--- config.mk ---
export PLATFORM = sky130hd
export DESIGN_NAME = commit_trace_buffer
export DESIGN_NICKNAME = d
export VERILOG_FILES = /design/src/rtl/commit_trace_buffer.sv
export SDC_FILE = /design/constraint.sdc
export NUM_CORES = 1
export LEC_CHECK = 0
export CAP_MARGIN = 20
export CORE_MARGIN = 8
export CORE_UTILIZATION = 50
export CTS_CLUSTER_DIAMETER = 120
export DETAILED_ROUTE_END_ITERATION = 10
export GPL_ROUTABILITY_DRIVEN = 0
export HOLD_SLACK_MARGIN = 0.02
export MAX_ROUTING_LAYER = met4
export PLACE_DENSITY = 0.76
export SLEW_MARGIN = 10
export SYNTH_ARGS = -nofsm -noshare
export SYNTH_HDL_FRONTEND = slang
export SYNTH_SLANG_ARGS = --single-unit
--- constraint.sdc ---
create_clock -name clk -period 12.25 [get_ports clk]
set_input_delay 2.45 -clock clk [delete_from_list [all_inputs] [get_ports clk]]
set_output_delay 2.45 -clock clk [all_outputs]
set_load 0.02 [all_outputs]
--- src/rtl/commit_trace_buffer.sv ---
// commit_trace_buffer: FIFO of core commit records serialized as six 32-bit trace words over valid/ready.
module commit_trace_buffer #(
  parameter int DEPTH  = 8,
  parameter int ADDR_W = 3
) (
  input  logic        clk,
  input  logic        rst,
  input  logic        commit,
  input  logic [31:0] commit_pc,
  input  logic [31:0] commit_inst,
  input  logic        commit_halt,
  input  logic        commit_reg_we,
  input  logic [4:0]  commit_reg_wa,
  input  logic [31:0] commit_reg_wd,
  input  logic        commit_dmem_we,
  input  logic [31:0] commit_dmem_wa,
  input  logic [31:0] commit_dmem_wd,
  output logic        tr_valid,
  input  logic        tr_ready,
  output logic [31:0] tr_data,
  output logic        tr_last,
  output logic        stall_req,
  output logic        overflow,
  output logic        halted
);
  typedef enum logic {IDLE, SEND} state_t;
  typedef struct packed {
    logic [31:0] pc;
    logic [31:0] inst;
    logic        halt;
    logic        reg_we;
    logic        dmem_we;
    logic [4:0]  reg_wa;
    logic [31:0] reg_wd;
    logic [31:0] dmem_wa;
    logic [31:0] dmem_wd;
  } rec_t;
  localparam logic [ADDR_W:0] FULL   = DEPTH[ADDR_W:0];
  localparam logic [ADDR_W:0] ALMOST = FULL - 1'b1;
  rec_t              mem_q [DEPTH];
  rec_t              head;
  rec_t              rec_in;
  state_t            state_q, state_d;
  logic [2:0]        idx_q, idx_d;
  logic [ADDR_W-1:0] wr_ptr_q, rd_ptr_q;
  logic [ADDR_W:0]   count_q, count_d;
  logic              stall_q, ovf_q, halted_q;
  logic              push, pop, hs;
  logic [31:0]       words [8];
  assign rec_in = '{commit_pc, commit_inst, commit_halt, commit_reg_we, commit_dmem_we,
                    commit_reg_wa, commit_reg_wd, commit_dmem_wa, commit_dmem_wd};
  always_comb begin
    head     = mem_q[rd_ptr_q];
    tr_valid = state_q == SEND;
    hs       = tr_valid && tr_ready;
    push     = commit && (count_q != FULL);
    pop      = hs && (idx_q == 3'd5);
    count_d  = count_q + {{ADDR_W{1'b0}}, push} - {{ADDR_W{1'b0}}, pop};
    idx_d    = hs ? (pop ? 3'd0 : idx_q + 3'd1) : idx_q;
    state_d  = (state_q == IDLE) ? ((count_q != '0) ? SEND : IDLE)
                                 : ((pop && count_d == '0) ? IDLE : SEND);
    words[0] = head.pc;
    words[1] = head.inst;
    words[2] = {head.halt, head.reg_we, head.dmem_we, 20'b0, head.reg_wa, 4'b0};
    words[3] = head.reg_wd;
    words[4] = head.dmem_wa;
    words[5] = head.dmem_wd;
    words[6] = '0;
    words[7] = '0;
    tr_data  = tr_valid ? words[idx_q] : '0;
    tr_last  = tr_valid && (idx_q == 3'd5);
  end
  // Storage needs no reset: the head is only observed while SEND, which implies a prior push.
  always_ff @(posedge clk) begin
    if (push) mem_q[wr_ptr_q] <= rec_in;
  end
  always_ff @(posedge clk or negedge rst) begin
    if (!rst) begin
      state_q  <= IDLE;
      idx_q    <= '0;
      wr_ptr_q <= '0;
      rd_ptr_q <= '0;
      count_q  <= '0;
      stall_q  <= 1'b0;
      ovf_q    <= 1'b0;
      halted_q <= 1'b0;
    end else begin
      state_q  <= state_d;
      idx_q    <= idx_d;
      wr_ptr_q <= wr_ptr_q + {{(ADDR_W-1){1'b0}}, push};
      rd_ptr_q <= rd_ptr_q + {{(ADDR_W-1){1'b0}}, pop};
      count_q  <= count_d;
      stall_q  <= count_d >= ALMOST;
      ovf_q    <= ovf_q | (commit & ~push);
      halted_q <= halted_q | (pop & head.halt);
    end
  end
  assign stall_req = stall_q;
  assign overflow  = ovf_q;
  assign halted    = halted_q;
endmodule

* Word level (Yosys, flattened, before mapping) *
Memories as Yosys holds them, arrays and structs flattened.
Index checks and enable logic that the tools add are counted.

operators by class
  $lt $le $gt $ge = 2
  $add $sub $neg = 5
  reduce and logical (&&, ||, !) cells = 7
  muxes and demuxes = 10
  bitwise logic cells = 6
  equal/unequal tests = 2

operators by type and width
  operator               number
  $bmux W32 S3           1
  $mux W32               3
  $add A3 B1 Y3          2
  $logic_and A1 B1 Y1    5
  $mux W1                5
  $add A4 B1 Y4          1
  $ge A4 B3 Y1 const B   1
  $ge A4 B4 Y1 const B   1
  $logic_not A4 Y1       1
  $ne A4 B4 Y1 const B   1
  $not A3 Y4             1
  $reduce_bool A4 Y1     1
  $sub A4 B1 Y4          1
  $add A3 B1 Y3 const B  1
  $eq A3 B3 Y1 const B   1
  $mux W3                1
  $and A1 B1 Y1          2
  $or A1 B1 Y1           2
  $not A1 Y1             1

storage, ports and cells
  logic and storage cells = 41
  memories = 1
  input bits = 172
  register bits = 17
  bits in writable memories = 1344

memories
  name   depth  width  read ports  clocked after memory_dff  write ports  RTL line  text
  mem_q  8      168    1           0                         1            40        rec_t mem_q [DEPTH];

* Logic depth before layout (Yosys ltp) *
Gate-level depths: netlist of the first run.

  depth in word-level cells = 8
  mapped depth = 12
  depth with buffers taken out = 12

* Least setup slack after synthesis of the first run *
No wires, ideal clock.

  path kind = input port to flip-flop
  start point = in commit
  end point = mem mem_q[1][0] in the netlist's numbering, enable pin
  setup slack = -2.917 ns
  arrival time = 14.265 ns
  data required time = 11.349 ns
  stages = 3
  cells stage by stage = a21boi_0 nand2_1 nor3_1

between the ends
  word-level cells in the longest chain between the ends = 3

ends and longest elaborated chain
  what                           RTL line  text
  start, declared                8         input logic commit,
  $logic_and A1 B1 Y1            56        push = commit && (count_q != FULL);
  $mux W1                        75        if (push) mem_q[wr_ptr_q] <= rec_in;
  $mux W1 (not written as such)  75
  end, declared                  40

No other way between the ends.

* Worst setup path after layout of the first run *
  start point = reg rd_ptr_q[2]
  end point = out tr_data[22]

between the ends
  word-level cells in the longest chain between the ends = 5

ends and longest elaborated chain
  what                                          RTL line  text
  start, declared                               45        logic [ADDR_W-1:0] wr_ptr_q, rd_ptr_q;
  start signal, assigned                        91        rd_ptr_q <= rd_ptr_q + {{(ADDR_W-1){1'b0}}, pop};
  $mem_v2 Z8 W168                               -
  $bmux W32 S3                                  70        tr_data = tr_valid ? words[idx_q] : '0;
  $mux W32 (not written as such) (2 in series)  70
  $mux W32                                      70
  end, declared                                 20        output logic [31:0] tr_data,

No other way between the ends. The select of a mux whose other input is x is not followed.

==> run metrics, run 1 <==
setup TNS 0 ns; Routed WL roughly 110000 µm; antenna-violating nets left 0; Clock Pin Slew Worst Setup and Hold Paths roughly 0.060 ns; worst-skew pair later-pin latency about 0.72 ns; CTS resizes 0; syn_area_per_cell approximately 24 µm²; Remaining Overflow, GRT 0; HP Class flip-flop to flip-flop; Yosys cell types 44; vias around 24k; max_cap viols 0; worst r2r path cells 8; Avg WL per Cell approximately 29 µm; RSZ-0062 raised after global routing no; largest net degree at the start of global routing roughly 130; Sw Ratio 0.290; worst hold endpoint halted; final setup violation count 0; post-synthesis sequential area ratio 0.785; startpoint class of the critical path flip-flop; R2R setup slack just over 8 ns; ys flop type edfxtp_1; Nets between 2k and 3k; Layout area overhead 15.3%; stages on the worst setup path 7; DRT Pass-1 Iters 7; placed cells about 3.7k; H-tree Lvls 4; Max Slew Vio Count 0; I/O Buffers 208; CTS Hold Bufs 0; Yosys reg bits roughly 1.4k; Period minus WS final between 7 and 8 ns; vias in the first global route 24.2k; CP required 9.80 ns; first-pass GRT wire length between 150000 and 200000 µm; Tcrit/Tclk final 0.624; FF-to-FF Start count_q[2]; WHS Path Cells 1; origin of the worst setup path rd_ptr_q[2]; die span in y ~340 µm; I/O pin count approximately 210; routed vias/inst ~6; DR iter-0 viols 2551; die width about 340 µm; WS Path Type flip-flop to output port; CP peak stage delay 1.00 ns; Fmax 131 MHz; Slowest-stage cell, CP buf_4; PwrDens around 230 nW/µm²; Max transition margin 0.176; hold violation count in the final report 0; WP buf/inv 3; postcts setup bufs 0; worst slew pin tran between 1 and 1.5 ns; Critical Path, Cell by Cell buf_12 > buf_4 > mux4_2 > mux2i_1 > o22ai_1 > a211o_1 > clkdlybuf4s50_1; Clk network pwr share 0.280; Syn Nets around 2.4k; hpwl dp about 63000 µm; Comb pwr share 0.276; Post-synth EDFFs roughly 1.3k; status finished, final reports clean; Finished Layout Cells 3969; Yosys warning count 0; critical-path maximum fanout 122; CTS Buf Count 130; row cnt approximately 120; Core Area around 100000 µm²; aggregate global-route resource usage 0.204; Static Leak approximately 19 nW; FF-to-FF End mem_q[0][163]; Internal Pwr Total ~9.8 mW; most common cell after layout, fill and taps aside edfxtp_1; Worst EP arrival roughly 5.2 ns; CTS max path bufs 3; TritonCTS clock tree done; ys async rst share 0.0125; Die ar. 114000 µm²; hold_sp halted; clock sinks approximately 1.4k; starting density of the core 0.503; commonest non-fill, non-tap cells in the layout edfxtp_1 (1344), mux4_2 (344), clkdlybuf4s50_1 (208); Peak supply drop ~0.15 mV; delay-heaviest family, CP buffers and inverters; Clock Root Buffer clkbuf_16; Sw Pwr 4.00 mW; Critical Path End Type output port; Mapped Cells about 2.2k; synthesized area 51900 µm²; sequential share of power 0.443; skew final between 0.02 and 0.025 ns; DRC Markers 0; initial antenna violation count between 40 and 50; layout cell share with drive strength beyond 1 0.231
stage by stage:
step	hold slack, ns	worst slack, ns	cell area [µm²]	utilization	total power [mW]
after floorplan	0.490	1.60	51900	-	8.89
after global placement	0.448	5.50	55600	0.539	9.97
after detailed placement	0.448	5.47	55700	0.539	10.1
after CTS	0.461	4.66	59800	0.579	14.0
after global routing	0.468	4.37	59900	0.580	14.4
final	0.462	4.60	59900	0.580	13.8
power groups by stage:
| stage | Combinational (mW) | Sequential [mW] | Clock (mW) |
|---|---|---|---|
| final | 3.82 | 6.13 | 3.87 |
| after global routing | 4.07 | 6.18 | 4.11 |
| after CTS | 3.89 | 6.14 | 3.94 |
| after detailed placement | 3.86 | 6.22 | 0 |
| after global placement | 3.81 | 6.16 | 0 |
| after floorplan | 2.66 | 6.23 | 0 |
how the worst max path moves through the flow:
| stage | to | slack (ns) |
|---|---|---|
| 2_1_floorplan | mem_q[7][0] | 1.60 |
| 3_3_place_gp | tr_data[22] | 5.50 |
| 3_5_place_dp | tr_data[22] | 5.47 |
| 4_1_cts | tr_data[22] | 4.66 |
| 5_1_grt | tr_data[22] | 4.37 |
| 6_report | tr_data[22] | 4.60 |
cell usage after synthesis (all sizes together), types with 12 or more instances:
master,n,area share
a211o,24,0.0040
o22ai,54,0.0065
dfrtp,17,0.0082
clkbuf,29,0.0021
nand2,14,0.0010
mux4,344,0.15
edfxtp,1344,0.78
nor2,41,0.0030
ha,12,0.0029
mux2i,136,0.026
buf,82,0.0086
sequential cells by signal, summed over array words and instances (netlist names):
signal and cells:
overflow 1, wr_ptr_q 3, count_q 4, rd_ptr_q 3
halted 1, mem_q 1344, stall_req 1, tr_valid 1
idx_q 3
final cells by class:
class                      count  area (µm²)
fill                        6957       43300
sequential                  1361       40800
multi-input combinational    699       10600
clock buffer                 166        3470
timing repair buffer         246        2470
tap                         1380        1730
clock inverter                65         643
antenna                       41         103
inverter                      11        41.3
worst reg2reg max path, cell delays in order, from the launching register on:
cell and delay (ns):
dfrtp_1 0.32, inv_1 0.07, ha_1 0.21, a21boi_0 0.42, nand2b_1 0.35, nor3_4 0.46, buf_8 0.26, buf_4 0.50
buf_4 0.93
per-layer routing:
layer,part of all wire,global-route usage
met5,0,-
met4,0.020,0.0572
met2,0.49,0.312
met3,0.097,0.0615
met1,0.39,0.268
logic make-up after synthesis:
family	after synthesis	share of synthesized area
compound gates	119	0.0163
xor+xnor	4	0.000675
fa+ha+maj	13	0.00328
buf+inv	122	0.0115
flops	1361	0.785
mux	482	0.176
simple gates	81	0.00706
Note: power is estimated with default switching activity, not from simulation.
==> inputs of run 2 (changes only) <==
--- a/config.mk
+++ b/config.mk
@@ -13,7 +13,7 @@
 export GPL_ROUTABILITY_DRIVEN = 0
 export HOLD_SLACK_MARGIN = 0.02
 export MAX_ROUTING_LAYER = met4
-export PLACE_DENSITY = 0.76
+export PLACE_DENSITY = 0.74
 export SLEW_MARGIN = 10
 export SYNTH_ARGS = -nofsm -noshare
 export SYNTH_HDL_FRONTEND = slang
==> constraint.sdc (replaced) <==
create_clock -name clk -period 7.6 [get_ports clk]
set_input_delay 1.52 -clock clk [delete_from_list [all_inputs] [get_ports clk]]
set_output_delay 1.52 -clock clk [all_outputs]
set_load 0.02 [all_outputs]
==> run 2 against run 1 <==
Net effect: flip-flop and latch count is the same; via count shrank 0.59%; first-iteration DRC count shrank 3.3%; utilization grew 0.18 points; clock power grew 59%; die area is the same; final cell count grew 0.13%; sequential share of layout area shrank 0.21 points; worst setup slack lost 2.9 ns; worst hold slack gained 0.0045 ns; register-to-register slack lost 4.1 ns; critical endpoint is now tr_data[20]; highest routed layer unchanged.
==> run metrics, run 2 (synthesis results as in run 1) <==
status finished, final reports clean; CTS Buf Count approximately 130; DRT Pass-1 Iters 7; placed cells ~3.7k; final setup violation count 0; antenna-violating nets left 0; postcts setup bufs 0; routed vias/inst 5.96; TritonCTS clock tree done; Worst Hold Slack about 0.47 ns; Filler cells roughly 7k; row cnt around 120; worst slew pin tran 1.29 ns; CTS resizes 0; critical-path maximum fanout 69; Die ar. 114000 µm²; Comb pwr share 0.281; clock sinks roughly 1.4k; Largest register FFs approximately 1.3k; Nets between 2k and 3k; I/O Buffers 208; Core Area approximately 100000 µm²; Peak supply drop 0.288 mV; aggregate global-route resource usage 0.199; Clock Pin Slew Worst Setup and Hold Paths about 0.06 ns; initial antenna violation count 48; worst-skew pair later-pin latency between 0.7 and 0.8 ns; Max Slew Vio Count 0; Critical Path End Type output port; Fmax approximately 170 MHz; PwrDens ~370 nW/µm²; Core Util, Final 0.582; max_cap viols 0; hpwl dp between 60000 and 70000 µm; RSZ-0062 raised after global routing no; Period minus WS final between 5 and 6 ns; skew final around 0.019 ns; CP required 6.08 ns; Remaining Overflow, GRT 0; Sequential Area just over 40000 µm²; hold violation count in the final report 0; layout cell share with drive strength beyond 1 0.229; starting density of the core 0.503; CTS Hold Bufs 0; Layout area overhead 15.7%; Avg WL per Cell 28.5 µm; Worst EP arrival approximately 4.4 ns; Max transition margin 0.143; HP Class flip-flop to flip-flop; Sw Ratio 0.290; most common cell after layout, fill and taps aside edfxtp_1; vias ~24k; WS Path Type flip-flop to output port; largest register by flop count mem_q; area occupied by multi-input gates between 10000 and 15000 µm²; Clock Root Buffer clkbuf_16; Sw Pwr around 6.5 mW; sequential share of power 0.442; Tcrit/Tclk final 0.778; vias in the first global route roughly 24k; first-pass GRT wire length approximately 160000 µm; startpoint class of the critical path flip-flop; Internal Pwr Total about 16 mW; commonest non-fill, non-tap cells in the layout edfxtp_1 (1344), mux4_2 (344), clkdlybuf4s50_1 (208); H-tree Lvls 4; top flop regs mem_q (1344), count_q (4); Static Leak between 15 and 20 nW; DR iter-0 viols about 2.5k; Finished Layout Cells around 4.0k; Routed WL 113000 µm; die span in y around 340 µm; DRC Markers 0; CTS max path bufs 3; die width 338 µm; largest net degree at the start of global routing about 130; Clk network pwr share 0.276; I/O pin count approximately 210
==> run 2: changes by cell type in the layout (fill, tap and decap cells not counted), sizes merged <==
| cell | delta |
|---|---|
| bufinv | -4 |
| clkinvlp | +4 |
| inv | -4 |
| buf | +3 |
| clkinv | +3 |
| clkbuf | +2 |
| diode | +1 |
==> run 2: layout make-up <==
cell class,instances,area share
Timing Repair Buffer,249,0.0448
Antenna cell,42,0.00175
Clock buffer,168,0.0590
Multi-Input combinational cell,699,0.177
Sequential cell,1361,0.679
Inverter,11,0.000687
Clock inverter,64,0.00889
Tap cell,1380,0.0287
==> run 2: per-layer routing <==
layer,global-route usage,vias up,wire length [µm]
met2,0.302,983,54700
li1,-,9986,-
met3,0.0579,148,10300
met5,-,-,0
met1,0.264,12600,45900
met4,0.0607,0,2250
==> run 2: power by group through the flow <==
stage               combinational [mW]  sequential, mW  clock [mW]
global placement                  6.26            9.91           0
global route                      6.63            9.94        6.53
detailed placement                6.33            10.0           0
floorplan                         4.29            10.0           0
CTS                               6.36            9.86        6.27
finish                            6.26            9.85        6.16
==> run 2: worst paths after layout <==
path	startpoint	endpoint	slack, ns	depth (start not counted)
max in group asynchronous	rst	rd_ptr_q[1]	5.53	1
min in group asynchronous	rst	wr_ptr_q[0]	1.35	1
worst max-delay path	rd_ptr_q[0]	tr_data[20]	1.69	6
worst max register to register	idx_q[0]	tr_valid	4.17	11
worst min-delay path	halted	halted	0.47	1
worst min register to register	halted	halted	0.47	1
==> run 2: metrics by stage <==
stage | setup WS [ns] | total power, mW | instance area (µm²) | setup TNS [ns]
global placement | 2.40 | 16.2 | 55900 | 0
floorplan | -2.12 | 14.3 | 51900 | -2636.75
finish | 1.69 | 22.3 | 60100 | 0
global route | 1.44 | 23.1 | 60100 | 0
detailed placement | 2.37 | 16.3 | 55900 | 0
CTS | 1.61 | 22.5 | 60000 | 0
==> run 2: critical path, stage by stage, from the launching register on <==
cell and delay, ns:
dfrtp_4 1.02, buf_12 0.48, mux4_2 0.59, mux2i_1 0.21
o22ai_1 0.22, a211o_1 0.42, clkdlybuf4s50_1 0.57
